--- src/rtl/bram_stream_pkg.sv ---
// rtl/bram_stream_pkg.sv - shared state encoding and address helpers for the BRAM sample streamer
package bram_stream_pkg;

    typedef enum logic [1:0] {
        ST_IDLE  = 2'd0,
        ST_RUN   = 2'd1,
        ST_DRAIN = 2'd2
    } stream_state_e;

    // Enough slots to cover every read in the BRAM pipeline, the held output word and one spare
    function automatic int buf_depth(input int rd_lat);
        return rd_lat + 2;
    endfunction

    // Next sequential address, wrapping from depth-1 back to 0
    function automatic int wrap_inc(input int addr, input int depth);
        return (addr >= depth - 1) ? 0 : addr + 1;
    endfunction

    // A window that starts beyond the populated memory falls back to address 0
    function automatic int clamp_addr(input int addr, input int depth);
        return (addr >= depth) ? 0 : addr;
    endfunction

endpackage

--- src/rtl/stream_skid_fifo.sv ---
// rtl/stream_skid_fifo.sv - register FIFO holding returned read words with their pass-end tag
module stream_skid_fifo #(
    parameter int WIDTH = 9,
    parameter int DEPTH = 3,
    parameter int CNT_W = $clog2(DEPTH + 1)
) (
    input  logic             clk_i,
    input  logic             rst_i,
    input  logic             s_tvalid_i,
    input  logic [WIDTH-1:0] s_tdata_i,
    output logic             m_tvalid_o,
    output logic [WIDTH-1:0] m_tdata_o,
    input  logic             m_tready_i,
    output logic [CNT_W-1:0] count_o
);

    localparam int PTR_W = (DEPTH > 1) ? $clog2(DEPTH) : 1;

    logic [WIDTH-1:0] slot_q [DEPTH];
    logic [PTR_W-1:0] wr_ptr_q, wr_ptr_d;
    logic [PTR_W-1:0] rd_ptr_q, rd_ptr_d;
    logic [CNT_W-1:0] cnt_q, cnt_d;
    logic             push;
    logic             pop;

    function automatic logic [PTR_W-1:0] ptr_inc(input logic [PTR_W-1:0] p);
        return (p == PTR_W'(DEPTH - 1)) ? '0 : p + 1'b1;
    endfunction

    // The issuing side only reads when a slot is guaranteed, so pushes never overflow
    assign push       = s_tvalid_i;
    assign pop        = m_tvalid_o && m_tready_i;
    assign m_tvalid_o = (cnt_q != '0);
    assign m_tdata_o  = slot_q[rd_ptr_q];
    assign count_o    = cnt_q;

    // Pointer and occupancy next-state
    always_comb begin
        wr_ptr_d = push ? ptr_inc(wr_ptr_q) : wr_ptr_q;
        rd_ptr_d = pop ? ptr_inc(rd_ptr_q) : rd_ptr_q;
        cnt_d    = cnt_q;
        if (push && !pop) begin
            cnt_d = cnt_q + 1'b1;
        end else if (pop && !push) begin
            cnt_d = cnt_q - 1'b1;
        end
    end

    // Storage and pointer registers; reset clears the slots so the output word reads as zero
    always_ff @(posedge clk_i) begin
        if (rst_i) begin
            wr_ptr_q <= '0;
            rd_ptr_q <= '0;
            cnt_q    <= '0;
            for (int i = 0; i < DEPTH; i++) begin
                slot_q[i] <= '0;
            end
        end else begin
            wr_ptr_q <= wr_ptr_d;
            rd_ptr_q <= rd_ptr_d;
            cnt_q    <= cnt_d;
            if (push) begin
                slot_q[wr_ptr_q] <= s_tdata_i;
            end
        end
    end

endmodule

--- src/rtl/bram_sample_streamer.sv ---
// rtl/bram_sample_streamer.sv - walks a BRAM address window and streams its samples over valid/ready
module bram_sample_streamer
    import bram_stream_pkg::*;
#(
    parameter int DATA_W = 8,
    parameter int ADDR_W = 8,
    parameter int DEPTH  = 251,
    parameter int RD_LAT = 1
) (
    input  logic              CLK100MHZ,
    input  logic              rst,
    input  logic              start,
    input  logic              stop,
    input  logic              loop_en,
    input  logic [ADDR_W-1:0] start_addr,
    input  logic [ADDR_W:0]   length,
    output logic              mem_en,
    output logic [ADDR_W-1:0] mem_addr,
    input  logic [DATA_W-1:0] mem_dout,
    output logic [DATA_W-1:0] out_data,
    output logic              out_valid,
    input  logic              out_ready,
    output logic              out_last,
    output logic              busy,
    output logic              done
);

    localparam int BUF_DEPTH = buf_depth(RD_LAT);
    localparam int CNT_W     = $clog2(BUF_DEPTH + 1);

    stream_state_e     state_q, state_d;
    logic [ADDR_W-1:0] win_start_q, win_start_d;
    logic [ADDR_W:0]   len_q, len_d;
    logic              loop_q, loop_d;
    logic [ADDR_W-1:0] cur_q, cur_d;
    logic [ADDR_W:0]   pass_q, pass_d;
    logic              done_q, done_d;

    // One bit per cycle of BRAM latency; bit RD_LAT-1 marks the read whose data is on mem_dout now
    logic [RD_LAT-1:0] rd_vld_q, rd_last_q;
    logic [RD_LAT:0]   rd_vld_ext, rd_last_ext;

    logic              issue;
    logic              is_last;
    logic              credit_ok;
    logic              drained;
    logic [ADDR_W-1:0] start_clamped;
    logic [CNT_W-1:0]  buf_count;
    logic [DATA_W:0]   buf_tdata;
    logic              buf_tvalid;

    assign start_clamped = ADDR_W'(clamp_addr(int'(start_addr), DEPTH));
    assign is_last       = (pass_q == len_q - 1'b1);
    // Reads in flight plus words already buffered must never exceed the buffer size
    assign credit_ok     = ($countones(rd_vld_q) + int'(buf_count)) < BUF_DEPTH;
    // Finished when nothing is in flight and the buffer empties by the end of this cycle
    assign drained       = (rd_vld_q == '0) &&
                           ((buf_count == '0) || ((buf_count == CNT_W'(1)) && out_ready));

    assign rd_vld_ext  = {rd_vld_q, issue};
    assign rd_last_ext = {rd_last_q, issue && is_last};

    // Next-state, read issue and window bookkeeping
    always_comb begin
        state_d     = state_q;
        win_start_d = win_start_q;
        len_d       = len_q;
        loop_d      = loop_q;
        cur_d       = cur_q;
        pass_d      = pass_q;
        done_d      = 1'b0;
        issue       = 1'b0;
        case (state_q)
            ST_IDLE: begin
                // done_q high means this is the completion cycle, where a new start is not taken
                if (start && !done_q) begin
                    win_start_d = start_clamped;
                    len_d       = length;
                    loop_d      = loop_en;
                    cur_d       = start_clamped;
                    pass_d      = '0;
                    state_d     = (length == '0) ? ST_DRAIN : ST_RUN;
                end
            end
            ST_RUN: begin
                // A stop still lets the pass-final read go out so that pass ends with its last tag
                issue = credit_ok && (!stop || is_last);
                if (issue) begin
                    if (is_last) begin
                        pass_d = '0;
                        cur_d  = win_start_q;
                        if (!loop_q) begin
                            state_d = ST_DRAIN;
                        end
                    end else begin
                        pass_d = pass_q + 1'b1;
                        cur_d  = ADDR_W'(wrap_inc(int'(cur_q), DEPTH));
                    end
                end
                if (stop) begin
                    state_d = ST_DRAIN;
                end
            end
            ST_DRAIN: begin
                if (drained) begin
                    state_d = ST_IDLE;
                    done_d  = 1'b1;
                end
            end
            default: begin
                state_d = ST_IDLE;
            end
        endcase
    end

    // Control registers
    always_ff @(posedge CLK100MHZ) begin
        if (rst) begin
            state_q     <= ST_IDLE;
            win_start_q <= '0;
            len_q       <= '0;
            loop_q      <= 1'b0;
            cur_q       <= '0;
            pass_q      <= '0;
            done_q      <= 1'b0;
        end else begin
            state_q     <= state_d;
            win_start_q <= win_start_d;
            len_q       <= len_d;
            loop_q      <= loop_d;
            cur_q       <= cur_d;
            pass_q      <= pass_d;
            done_q      <= done_d;
        end
    end

    // Track each issued read (and its pass-end tag) until its BRAM data is valid
    always_ff @(posedge CLK100MHZ) begin
        if (rst) begin
            rd_vld_q  <= '0;
            rd_last_q <= '0;
        end else begin
            rd_vld_q  <= rd_vld_ext[RD_LAT-1:0];
            rd_last_q <= rd_last_ext[RD_LAT-1:0];
        end
    end

    stream_skid_fifo #(
        .WIDTH (DATA_W + 1),
        .DEPTH (BUF_DEPTH),
        .CNT_W (CNT_W)
    ) u_buf (
        .clk_i      (CLK100MHZ),
        .rst_i      (rst),
        .s_tvalid_i (rd_vld_ext[RD_LAT]),
        .s_tdata_i  ({rd_last_ext[RD_LAT], mem_dout}),
        .m_tvalid_o (buf_tvalid),
        .m_tdata_o  (buf_tdata),
        .m_tready_i (out_ready),
        .count_o    (buf_count)
    );

    assign mem_en    = issue;
    assign mem_addr  = cur_q;
    assign out_valid = buf_tvalid;
    assign out_data  = buf_tdata[DATA_W-1:0];
    assign out_last  = buf_tdata[DATA_W];
    assign busy      = (state_q != ST_IDLE);
    assign done      = done_q;

endmodule
--- config.mk ---
export PLATFORM = sky130hd
export DESIGN_NAME = bram_sample_streamer
export DESIGN_NICKNAME = d
export VERILOG_FILES = /design/src/rtl/bram_stream_pkg.sv /design/src/rtl/stream_skid_fifo.sv /design/src/rtl/bram_sample_streamer.sv
export SDC_FILE = /design/constraint.sdc
export NUM_CORES = 1
export LEC_CHECK = 0
export CORE_MARGIN = 10
export CORE_UTILIZATION = 35
export DETAILED_ROUTE_END_ITERATION = 10
export PLACE_DENSITY = 0.57
export SYNTH_ARGS = -nofsm -noshare
export SYNTH_HDL_FRONTEND = slang
export SYNTH_SLANG_ARGS = --single-unit
--- constraint.sdc ---
create_clock -name CLK100MHZ -period 2.9 [get_ports CLK100MHZ]
set_input_delay 0.58 -clock CLK100MHZ [delete_from_list [all_inputs] [get_ports CLK100MHZ]]
set_output_delay 0.58 -clock CLK100MHZ [all_outputs]
set_load 0.02 [all_outputs]
==> flow_metrics.tcl <==
set metrics [dict create \
    status "finished, final reports clean" \
    clkSlewWorstSetupHoldPaths_ns 0.07 \
    rsz0062_at_grt "no" \
    antenna_found_initial 0 \
    syn_area_mm2 0.00427 \
    synth_seq_cells 84 \
    cap_violations 0 \
    initial_core_util_pct 35.7 \
    gp_congestion 0.843 \
    slew_headroom_pct 36.9 \
    grt_overflow 0 \
    fillers 1136 \
    p_leak_nw 2.01 \
    yosys.area_share.xor_xnor_pct 3.28 \
    synthMuxAreaShare_pct 5.25 \
    critPathLaunchType "flop" \
    die_w_um 130 \
    grt_pass1_vias 3452 \
    drt_iter0_drc 243 \
    gr-usage-all-layers_pct 13.3 \
    ctsRootBufferMaster "clkbuf_16" \
    syn2layout_area_growth_pct 25.5 \
    routed_via_density 5.32 \
    clkSinkCount 84 \
    crit_fanout 5 \
    hold_viol_final 0 \
    num_io_pins 52 \
    setup_viol_count_final 0 \
    period_minus_slack_ns 2.70 \
    tritoncts "done" \
    holdBufCountCts 0 \
    top_layer "met4" \
    htreeDepth 3 \
    synth_edf_count 36 \
    drt_pass1_iterations 4 \
    hpwl_mm 8.03 \
    ir_drop_uv 340 \
    wire_per_inst_um 16.7 \
    clk_latency_ns 0.34 \
    syn-num-nets 480 \
    fin_skew_ns 0.00600 \
    avgSynthCellArea_um2 9.70 \
    io_buffers 51 \
    fin_crit_sh_pct 93.0 \
    yosys_warnings 0 \
    ys_types 59 \
    worst_slew_pin_slew_ns 0.940 \
    die_h_um 130 \
    grt_start_max_net_pins 26 \
    timing.fmax_ghz 0.371 \
    cp_data_arrival_time_ns 2.12 \
    crit_type "flop to primary output" \
    synth_top_family_by_area "simple AND/OR/NAND/NOR gates" \
    core_area_mm2 0.0120 \
    wl_met1_mm 4.92 \
    num_vias 3487 \
    drtAntennaViolNets 0 \
    syn_inst 440 \
    rows 40 \
    cts_made_buffers 9 \
    powerDensity_mw_per_mm2 665 \
    seq_area_frac_synth_pct 47.8 \
    synth_compound_area_share_pct 14.5 \
    grt_pass1_wl_mm 17.8 \
    drive_above_1_share_pct 13.8 \
    tns_ns 0 \
    wl_met3_um 736 \
    slew_violations 0 \
    synthAdderAreaFrac_pct 2.64 \
    synth-simple-area-share_pct 22.9 \
    dr_wl_met2_mm 5.15 \
    hold_path.class "flop to flop" \
    setup.worst_path.end_class "primary output" \
    synth_top_flop_cell "dfxtp_1" \
    async_flop_share_pct 0 \
    final_nets 544 \
    diodes 0 \
    drc 0 \
    clockBufferDepth 2 \
    die_area_mm2 0.0170 \
    drt-total-wl_mm 10.9 \
    power_mw 3.57 \
    cp_data_required_time_ns 2.32 \
]
[report_power, final]
group / internal, mW / switching [mW] / total, mW / leakage [nW]
logic: 0.445 / 0.569 / 1.01 / 1.11
clock network: 0.609 / 0.518 / 1.13 / 0.147
registers: 1.33 / 0.0971 / 1.42 / 0.752
total: 2.38 / 1.18 / 3.57 / 2.01
[layout make-up]
| class | count | area (um2) | area share, % |
|---|---|---|---|
| multi-input cells | 317 | 2090 | 39.0 |
| flip-flops and latches | 84 | 2040 | 38.1 |
| repair buffers | 74 | 678 | 12.7 |
| clock buffers | 9 | 225 | 4.20 |
| well taps | 147 | 184 | 3.43 |
| clock inverters | 7 | 68.8 | 1.28 |
| inverters | 18 | 67.6 | 1.26 |
[layout by cell type (no fill, tap or decap), types with 2 or more instances in the layout]
| cell | instances |
|---|---|
| or2_2 | 5 |
| o211ai_1 | 5 |
| nand2b_1 | 4 |
| edfxtp_1 | 36 |
| nand2_1 | 57 |
| inv_1 | 18 |
| o21ai_0 | 4 |
| mux4_2 | 9 |
| inv_6 | 3 |
| xor2_1 | 9 |
| nand3_1 | 29 |
| nor2b_1 | 4 |
| o221ai_1 | 7 |
| or3_1 | 2 |
| nor3b_1 | 2 |
| a31oi_1 | 7 |
| nor3_1 | 13 |
| inv_8 | 3 |
| buf_4 | 23 |
| o21ai_1 | 2 |
| clkdlybuf4s50_1 | 50 |
| nand4_1 | 4 |
| ha_1 | 8 |
| and2_1 | 18 |
| xnor2_1 | 6 |
| dfxtp_1 | 48 |
| and3_1 | 16 |
| clkbuf_16 | 9 |
| a211oi_1 | 3 |
| o22ai_1 | 4 |
| a311oi_1 | 6 |
| nor2_1 | 23 |
| a21oi_1 | 36 |
| nor4_1 | 2 |
| o2111ai_1 | 2 |
[critical path: stages (launching register included)]
cell and delay (ns):
dfxtp_1 0.31, buf_4 0.15, nor3_1 0.23, xnor2_1 0.15
o2111ai_1 0.20, nor4_4 0.35, a21boi_2 0.10, nor2_1 0.11
clkbuf_2 0.18
[final timing paths]
path | start | end | slack (ns) | cells after the start
min reg2reg | win_start_q[6] | win_start_q[6] | 0.45 | 2
max reg2reg | len_q[0] | mem_addr[3] | 0.32 | 8
max | len_q[0] | mem_en | 0.20 | 8
min | win_start_q[6] | win_start_q[6] | 0.45 | 2
[layer usage]
metal	vias up	GRT usage [%]
li1	1741	-
met1	1651	17.1
met4	0	4.38
met5	-	0
met3	9	3.59
met2	86	21.3
[cell usage after synthesis, types with 5 or more instances]
cell,number,area [um2]
and3_1,16,100
nand2_1,57,214
nand3_1,29,145
ha_1,9,113
and2_1,18,113
a31oi_1,7,43.8
clkbuf_1,16,60.1
a21oi_1,36,180
or2_2,5,31.3
mux4_2,9,203
nor3_1,13,65.1
edfxtp_1,36,1080
o221ai_1,7,61.3
o211ai_1,5,37.5
inv_1,18,67.6
dfxtp_1,48,961
xor2_1,10,87.6
nor2b_1,5,31.3
a311oi_1,6,52.6
nor2_1,24,90.1
xnor2_1,6,52.6
[kinds of logic (layout without fill, tap and decap cells)]
logic type	Yosys count	count (layout)
and+or+nand+nor	191	191
AOI/OAI and AO/OA	90	90
DFF	84	84
buffers and inverters	39	108
xor gates and xnor gates	16	16
muxes	11	11
adders and majority gates	9	9
[metrics by stage]
step | hold slack (ns) | cells | setup WS [ns] | utilization [%] | instance area, um2
final | 0.449 | 656 | 0.202 | 44.8 | 5360
after floorplan | 0.427 | 440 | 0.191 | - | 4270
after global placement | 0.437 | 640 | 0.133 | 42.2 | 5050
after CTS | 0.452 | 656 | 0.00582 | 44.7 | 5350
after global routing | 0.468 | 656 | 0.0597 | 44.8 | 5360
after detailed placement | 0.442 | 640 | 0.0560 | 42.2 | 5050
[registers in the layout, summed over array words and instances, names as in the netlist, named ones only]
name	flops
u_buf.rd_ptr_q	2
win_start_q	8
len_q	9
u_buf.slot_q	36
done	1
mem_addr	8
rd_vld_q	1
state_q	2
u_buf.wr_ptr_q	2
loop_q	1
u_buf.count_o	2
pass_q	9
rd_last_q	1
[timing repair]
item,CTS,global route
resized for setup,2,5
endpoints found under the setup margin,1,1
buffers inserted,0,0
No activity file was read; power rests on OpenSTA's default activity.
